`config.mk`:
```
export PLATFORM = sky130hd
export DESIGN_NAME = lwe_rng_sampler
export DESIGN_NICKNAME = d
export VERILOG_FILES = /design/src/rtl/lwe_pkg.sv /design/src/rtl/lwe_sample_fifo.sv /design/src/rtl/lwe_rng_sampler.sv
export SDC_FILE = /design/constraint.sdc
export NUM_CORES = 1
export LEC_CHECK = 0
export BUFFER_PORTS_ARGS = -buffer_cell sky130_fd_sc_hd__buf_2
export CAP_MARGIN = 30
export CORE_AREA = 5 5 94 131
export DETAILED_ROUTE_END_ITERATION = 12
export DIE_AREA = 0 0 99 136
export SLEW_MARGIN = 5
export SYNTH_ARGS = -nofsm -noshare
export SYNTH_HDL_FRONTEND = slang
export SYNTH_SLANG_ARGS = --single-unit
```
`constraint.sdc`:
```
create_clock -name clk -period 7.9 [get_ports clk]
set_input_delay 0.79 -clock clk [delete_from_list [all_inputs] [get_ports clk]]
set_output_delay 0.79 -clock clk [all_outputs]
set_load 0.02 [all_outputs]
```
`src/rtl/lwe_pkg.sv`:
```
// Shared constants, FSM state type and LFSR step function for the LWE sampler.
package lwe_pkg;

  localparam int LWE_Q_W = 12;
  localparam int LWE_Q   = 3329;
  localparam logic [31:0] LFSR_TAPS = 32'h8020_0003;

  typedef enum logic [1:0] {
    IDLE  = 2'd0,
    GEN   = 2'd1,
    STALL = 2'd2
  } rng_state_t;

  // One Galois shift: feedback taps are folded in when the bit shifted out is set.
  function automatic logic [31:0] lfsr_step(input logic [31:0] s);
    return (s >> 1) ^ (s[0] ? LFSR_TAPS : 32'h0);
  endfunction

endpackage

```
`src/rtl/lwe_sample_fifo.sv`:
```
// Synchronous FIFO with flush; head is zero while empty. Push is dropped when full,
// pop is ignored when empty; one-edge write-to-read latency.
module lwe_sample_fifo #(
  parameter int W     = 12,
  parameter int DEPTH = 4
) (
  input  logic                       clk,
  input  logic                       rst,
  input  logic                       push,
  input  logic [W-1:0]               push_dat,
  input  logic                       pop,
  input  logic                       flush,
  output logic [W-1:0]               head_dat,
  output logic [$clog2(DEPTH):0]     cnt,
  output logic                       full,
  output logic                       empty
);

  localparam int AW = $clog2(DEPTH);
  localparam logic [AW:0] FULL_CNT = (AW+1)'(DEPTH);

  logic [AW:0]  wr_q, wr_d, rd_q, rd_d;
  logic [W-1:0] mem_q [DEPTH];
  logic [W-1:0] mem_d [DEPTH];
  logic         do_push, do_pop;

  assign cnt      = wr_q - rd_q;
  assign full     = (cnt == FULL_CNT);
  assign empty    = (wr_q == rd_q);
  assign head_dat = empty ? '0 : mem_q[rd_q[AW-1:0]];
  assign do_push  = push & ~full;
  assign do_pop   = pop & ~empty;

  always_comb begin
    wr_d  = wr_q;
    rd_d  = rd_q;
    mem_d = mem_q;
    if (flush) begin
      wr_d = '0;
      rd_d = '0;
    end else begin
      if (do_push) begin
        mem_d[wr_q[AW-1:0]] = push_dat;
        wr_d = wr_q + 1'b1;
      end
      if (do_pop) begin
        rd_d = rd_q + 1'b1;
      end
    end
  end

  always_ff @(posedge clk) begin
    if (rst) begin
      wr_q  <= '0;
      rd_q  <= '0;
      mem_q <= '{default: '0};
    end else begin
      wr_q  <= wr_d;
      rd_q  <= rd_d;
      mem_q <= mem_d;
    end
  end

endmodule

```
`src/rtl/lwe_rng_sampler.sv`:
```
// Rejection-sampled uniform RNG mod Q, FIFO-buffered; sample valid one edge after generation,
// LFSR frozen while the FIFO is full. LWE_RNG_STATS_EN adds a saturating reject counter.
module lwe_rng_sampler
  import lwe_pkg::*;
#(
  parameter int LFSR_W = 32,
  parameter int Q_W    = LWE_Q_W,
  parameter int Q      = LWE_Q,
  parameter int DEPTH  = 4
) (
  input  logic              clk,
  input  logic              rst,
  input  logic              rng_on,
  input  logic              seed_load,
  input  logic [LFSR_W-1:0] seed,
  output logic              sample_valid,
  input  logic              sample_ready,
  output logic [Q_W-1:0]    sample,
  output logic              busy,
  output logic              seed_err
`ifdef LWE_RNG_STATS_EN
  ,
  output logic [15:0]       reject_cnt
`endif
);

  localparam int CW = $clog2(DEPTH) + 1;
  localparam logic [CW-1:0] LAST_SLOT = CW'(DEPTH - 1);
  localparam logic [Q_W:0]  Q_LIM     = (Q_W+1)'(Q);

  rng_state_t        state_q, state_d;
  logic [LFSR_W-1:0] lfsr_q, lfsr_d, lfsr_nxt;
  logic              seed_err_q, seed_err_d;
  logic [Q_W-1:0]    cand;
  logic              accept, advance, push, pop, flush;
  logic              fifo_full, fifo_empty;
  logic [CW-1:0]     fifo_cnt;

  assign lfsr_nxt     = lfsr_step(lfsr_q);
  assign cand         = lfsr_nxt[Q_W-1:0];
  assign accept       = ({1'b0, cand} < Q_LIM);
  assign sample_valid = ~fifo_empty;
  assign pop          = sample_valid & sample_ready;
  assign busy         = (state_q != IDLE);
  assign seed_err     = seed_err_q;

  always_comb begin
    state_d    = state_q;
    lfsr_d     = lfsr_q;
    seed_err_d = seed_err_q;
    advance    = 1'b0;
    push       = 1'b0;
    flush      = 1'b0;
    case (state_q)
      IDLE: begin
        if (seed_load) begin
          lfsr_d     = (seed == '0) ? LFSR_W'(1) : seed;
          seed_err_d = (seed == '0);
        end
        if (rng_on) state_d = GEN;
      end
      GEN: begin
        if (!rng_on) begin
          state_d = IDLE;
          flush   = 1'b1;
        end else if (!fifo_full) begin
          advance = 1'b1;
          push    = accept;
          // Registered count plus a pop the same edge means this push cannot fill.
          if (accept && fifo_cnt == LAST_SLOT && !pop) state_d = STALL;
        end else begin
          state_d = STALL;
        end
      end
      STALL: begin
        if (!rng_on) begin
          state_d = IDLE;
          flush   = 1'b1;
        end else if (!fifo_full) begin
          state_d = GEN;
        end
      end
      default: state_d = IDLE;
    endcase
    if (advance) lfsr_d = lfsr_nxt;
  end

  always_ff @(posedge clk) begin
    if (rst) begin
      state_q    <= IDLE;
      lfsr_q     <= LFSR_W'(1);
      seed_err_q <= 1'b0;
    end else begin
      state_q    <= state_d;
      lfsr_q     <= lfsr_d;
      seed_err_q <= seed_err_d;
    end
  end

`ifdef LWE_RNG_STATS_EN
  logic [15:0] rej_cnt_q, rej_cnt_d;

  always_comb begin
    rej_cnt_d = rej_cnt_q;
    if (state_q == IDLE && seed_load) begin
      rej_cnt_d = '0;
    end else if (advance && !accept && rej_cnt_q != 16'hFFFF) begin
      rej_cnt_d = rej_cnt_q + 16'd1;
    end
  end

  always_ff @(posedge clk) begin
    if (rst) rej_cnt_q <= '0;
    else     rej_cnt_q <= rej_cnt_d;
  end

  assign reject_cnt = rej_cnt_q;
`endif

  lwe_sample_fifo #(
    .W     (Q_W),
    .DEPTH (DEPTH)
  ) u_fifo (
    .clk      (clk),
    .rst      (rst),
    .push     (push),
    .push_dat (cand),
    .pop      (pop),
    .flush    (flush),
    .head_dat (sample),
    .cnt      (fifo_cnt),
    .full     (fifo_full),
    .empty    (fifo_empty)
  );

endmodule

```
==> results.ini <==
[synthesis]
synth_top_family_by_area=simple AND/OR/NAND/NOR gates
async_reset_ff_frac=0
ys_ff_latch=89
synth-edff-count=0
yosys-top-cells-area=dfxtp_1 (42%), mux2i_1 (9.8%), mux4_2 (6.3%)
synthSimpleGateAreaFrac=0.2009
synthFlopType=dfxtp_1
synth_cell_types=41
synth_nets=509
yosysSeqAreaShare=0.4164
avgSynthCellArea_sq_um=9.302
synthXorXnorAreaFrac=0.02193
muxShareOfSynthArea=0.1649
netlist_instances=460
syn-cell-area_sq_um=4279
ys_warn_count=0
synth_compound_area_frac=0.09883
synthAdderAreaFrac=0.03684
netlist.area_leader.share=0.4164
yosysTopAreaCell=dfxtp_1

[clock_tree]
clk_path_buf_depth=2
path_clk_slew_ns=0.06
cts_root_buf=clkbuf_16
cts_resized=0
postCtsSetupRepairBufs=0
cts_sinks=89
clk-insertion-delay-late_ns=0.34
cts_buffers=9
cts_tree=built
hold_buffers=0
h-tree-depth=3

[sta]
tns_ns=0
max_freq_mhz=276.6
timing.final.crit_share=0.4577
maxSlewHeadroom=0.3270
final-hold-violation-count=0
skew_ns=0.004667
holdWs_ns=0.4525
setup_viol=0
worstMarginPinSlew_ns=1.007
final.min_clock_period_ns=3.616
rsz0062_at_grt=no
final_max_slew_viol_count=0

[pwr]
combPwrFrac=0.262
p_leak_nw=2.130
p_clk_frac=0.321
seq_power_share=0.416
ir_drop_uv=200.9
power_switching_mw=0.4423
power.density_nw_per_um2=276.0
switching_share=0.3265
p_int_mw=0.9123

[worst_setup_path]
r2r_end=lfsr_q[29]$_SDFFE_PP0P_
cp_max_fo=38
crit_type=flip-flop to flip-flop
crit_chain=ha_1 > inv_1 > fa_1 > xor3_1 > o311ai_2 > buf_4 > o2111a_1 > nand2_1 > a31oi_1
r2r_setup_slack_ns=4.28
max_stage_delay_ns=0.85
slowest_stage=o2111a_1
worstPathArrival_ns=3.87
reg2reg_from=u_fifo.rd_q[0]$_SDFFE_PP0P_
reg2regPathDepth=9
startpoint=u_fifo.rd_q[0]$_SDFFE_PP0P_
end_kind=flip-flop
worst-endpoint-required_ns=8.15
critPathCapture=lfsr_q[29]$_SDFFE_PP0P_
worst_setup_path_start_kind=flip-flop

[die]
die_x_um=99
die_y_um=136
rows=46
coreArea_sq_um=11110
num_io_pins=52
die-area_sq_um=13460
initial_utilization=0.3852

[place]
gp_congestion=0.7757
postPlaceCellArea_sq_um=4563
port_buffers=51
hpwlAfterDp_um=6748
dp_cells=621

[routing]
num_vias=3416
drtIter0Drc=174
wl_per_cell_um=15.05
wirelength_um=9602
route.detailed.drc=0
drt-pass1-iter-count=4
ant_nets=0
vias_per_cell=5.354

[finish]
fin_area_sq_um=4907
layout.cells.non_filler=638
nets=540
syn_to_final_growth_pct=14.68
num_antenna_cells=0
drive_gt1_frac=0.1822
nFillCells=1093

[global_route]
grt_use_met2=0.2515
grt_pass1_wl_um=16500
grtUsageMet3=0.02515
grt_overflow_total=0
grt_max_degree=94
grt_util_met1=0.1939
grt_pass1_vias=3325
antenna_found_initial=0
top_usage_layer=met2
grtUsageTotal=0.1501

[run]
cap_violations=0

[run_status]
status=complete, no violations

[hold_path]
hold_class=flip-flop to flip-flop
hold_depth=2

==> power by group through the flow <==
stage	logic [mW]	registers, mW	clock network, mW
2_1_floorplan	0.298	0.540	0
3_3_place_gp	0.335	0.572	0
3_5_place_dp	0.353	0.574	0
4_1_cts	0.354	0.565	0.444
5_1_grt	0.399	0.574	0.467
6_report	0.356	0.564	0.435
==> final cells by class <==
type,count,area (sq um),area share
Timing Repair Buffer,59,365.4,0.07445
Clock buffer,10,229.0,0.04666
Clock inverter,4,70.07,0.01428
Inverter,9,33.78,0.006884
Sequential cell,89,1782,0.3631
Tap cell,144,180.2,0.03672
Multi-Input combinational cell,323,2247,0.4579
==> cell usage after synthesis, types with 2 or more instances <==
master / count
ha_1: 11
clkbuf_1: 19
buf_2: 8
inv_1: 9
mux4_2: 12
nand4_1: 2
dfxtp_1: 89
o311a_1: 2
nand3_1: 35
and2_1: 12
nand2_1: 63
xor2_1: 4
a311oi_1: 3
a21oi_1: 3
mux2i_1: 42
xnor2_1: 4
nor2_1: 54
nor4_1: 10
buf_4: 4
o211ai_2: 4
nand2b_1: 2
buf_6: 7
nand3b_1: 8
nor3_1: 2
a31oi_1: 28
o31ai_1: 8
==> cells by family after synthesis <==
| family | after synthesis |
|---|---|
| AOI/OAI and AO/OA | 57 |
| xor gates and xnor gates | 9 |
| adders and majority gates | 12 |
| buffers and inverters | 48 |
| DFF | 89 |
| muxes | 55 |
| and+or+nand+nor | 190 |
==> worst max-delay path, delay by kind of cell (launching register included) <==
kind                       cells  cell delay, ns
and+or+nand+nor                1            0.15
xor gates and xnor gates       1            0.25
AOI/OAI and AO/OA              3            1.25
buffers and inverters          2            0.44
DFF                            1            0.81
adders and majority gates      2            0.62
==> state kept, by name, indices dropped and copies added (netlist names) <==
name / count
lfsr_q: 32
seed_err: 1
state_q: 2
u_fifo.mem_q: 48
u_fifo.rd_q: 3
u_fifo.wr_q: 3
==> layout by cell type (no fill, tap or decap), drive strengths merged, types with 3 or more instances in the layout <==
cell type,count
a21oi,3
dfxtp,89
xnor2,4
mux2i,42
and2,12
o31ai,8
nand2,63
nand3,35
xor2,4
ha,11
nor2,54
mux4,12
nor4,10
buf,59
clkbuf,10
o211ai,5
nand3b,8
a31oi,28
inv,9
a311oi,3
==> through the flow <==
step	worst slack, ns	power [mW]	util
after floorplan	5.026	0.8375	-
after global placement	4.125	0.9072	0.4070
after detailed placement	4.132	0.9276	0.4108
after CTS	4.122	1.363	0.4377
after global routing	3.905	1.440	0.4418
final	4.284	1.355	0.4418
==> worst min-delay path by stage <==
stage	endpoint	start	slack [ns]
after floorplan	u_fifo.mem_q[12]$_SDFFE_PP0P_	u_fifo.mem_q[12]$_SDFFE_PP0P_	0.45
after global placement	seed_err$_SDFFE_PP0P_	seed_err$_SDFFE_PP0P_	0.44
after detailed placement	seed_err$_SDFFE_PP0P_	seed_err$_SDFFE_PP0P_	0.45
after CTS	seed_err$_SDFFE_PP0P_	seed_err$_SDFFE_PP0P_	0.46
after global routing	seed_err$_SDFFE_PP0P_	seed_err$_SDFFE_PP0P_	0.49
final	seed_err$_SDFFE_PP0P_	seed_err$_SDFFE_PP0P_	0.45
==> routing by layer <==
layer  vias up  wire length, um
li1       1691                -
met1      1647             4292
met2        72             4861
met3         6              357
met4         0               90
met5         -                0
(Power assumes the default switching activity.)
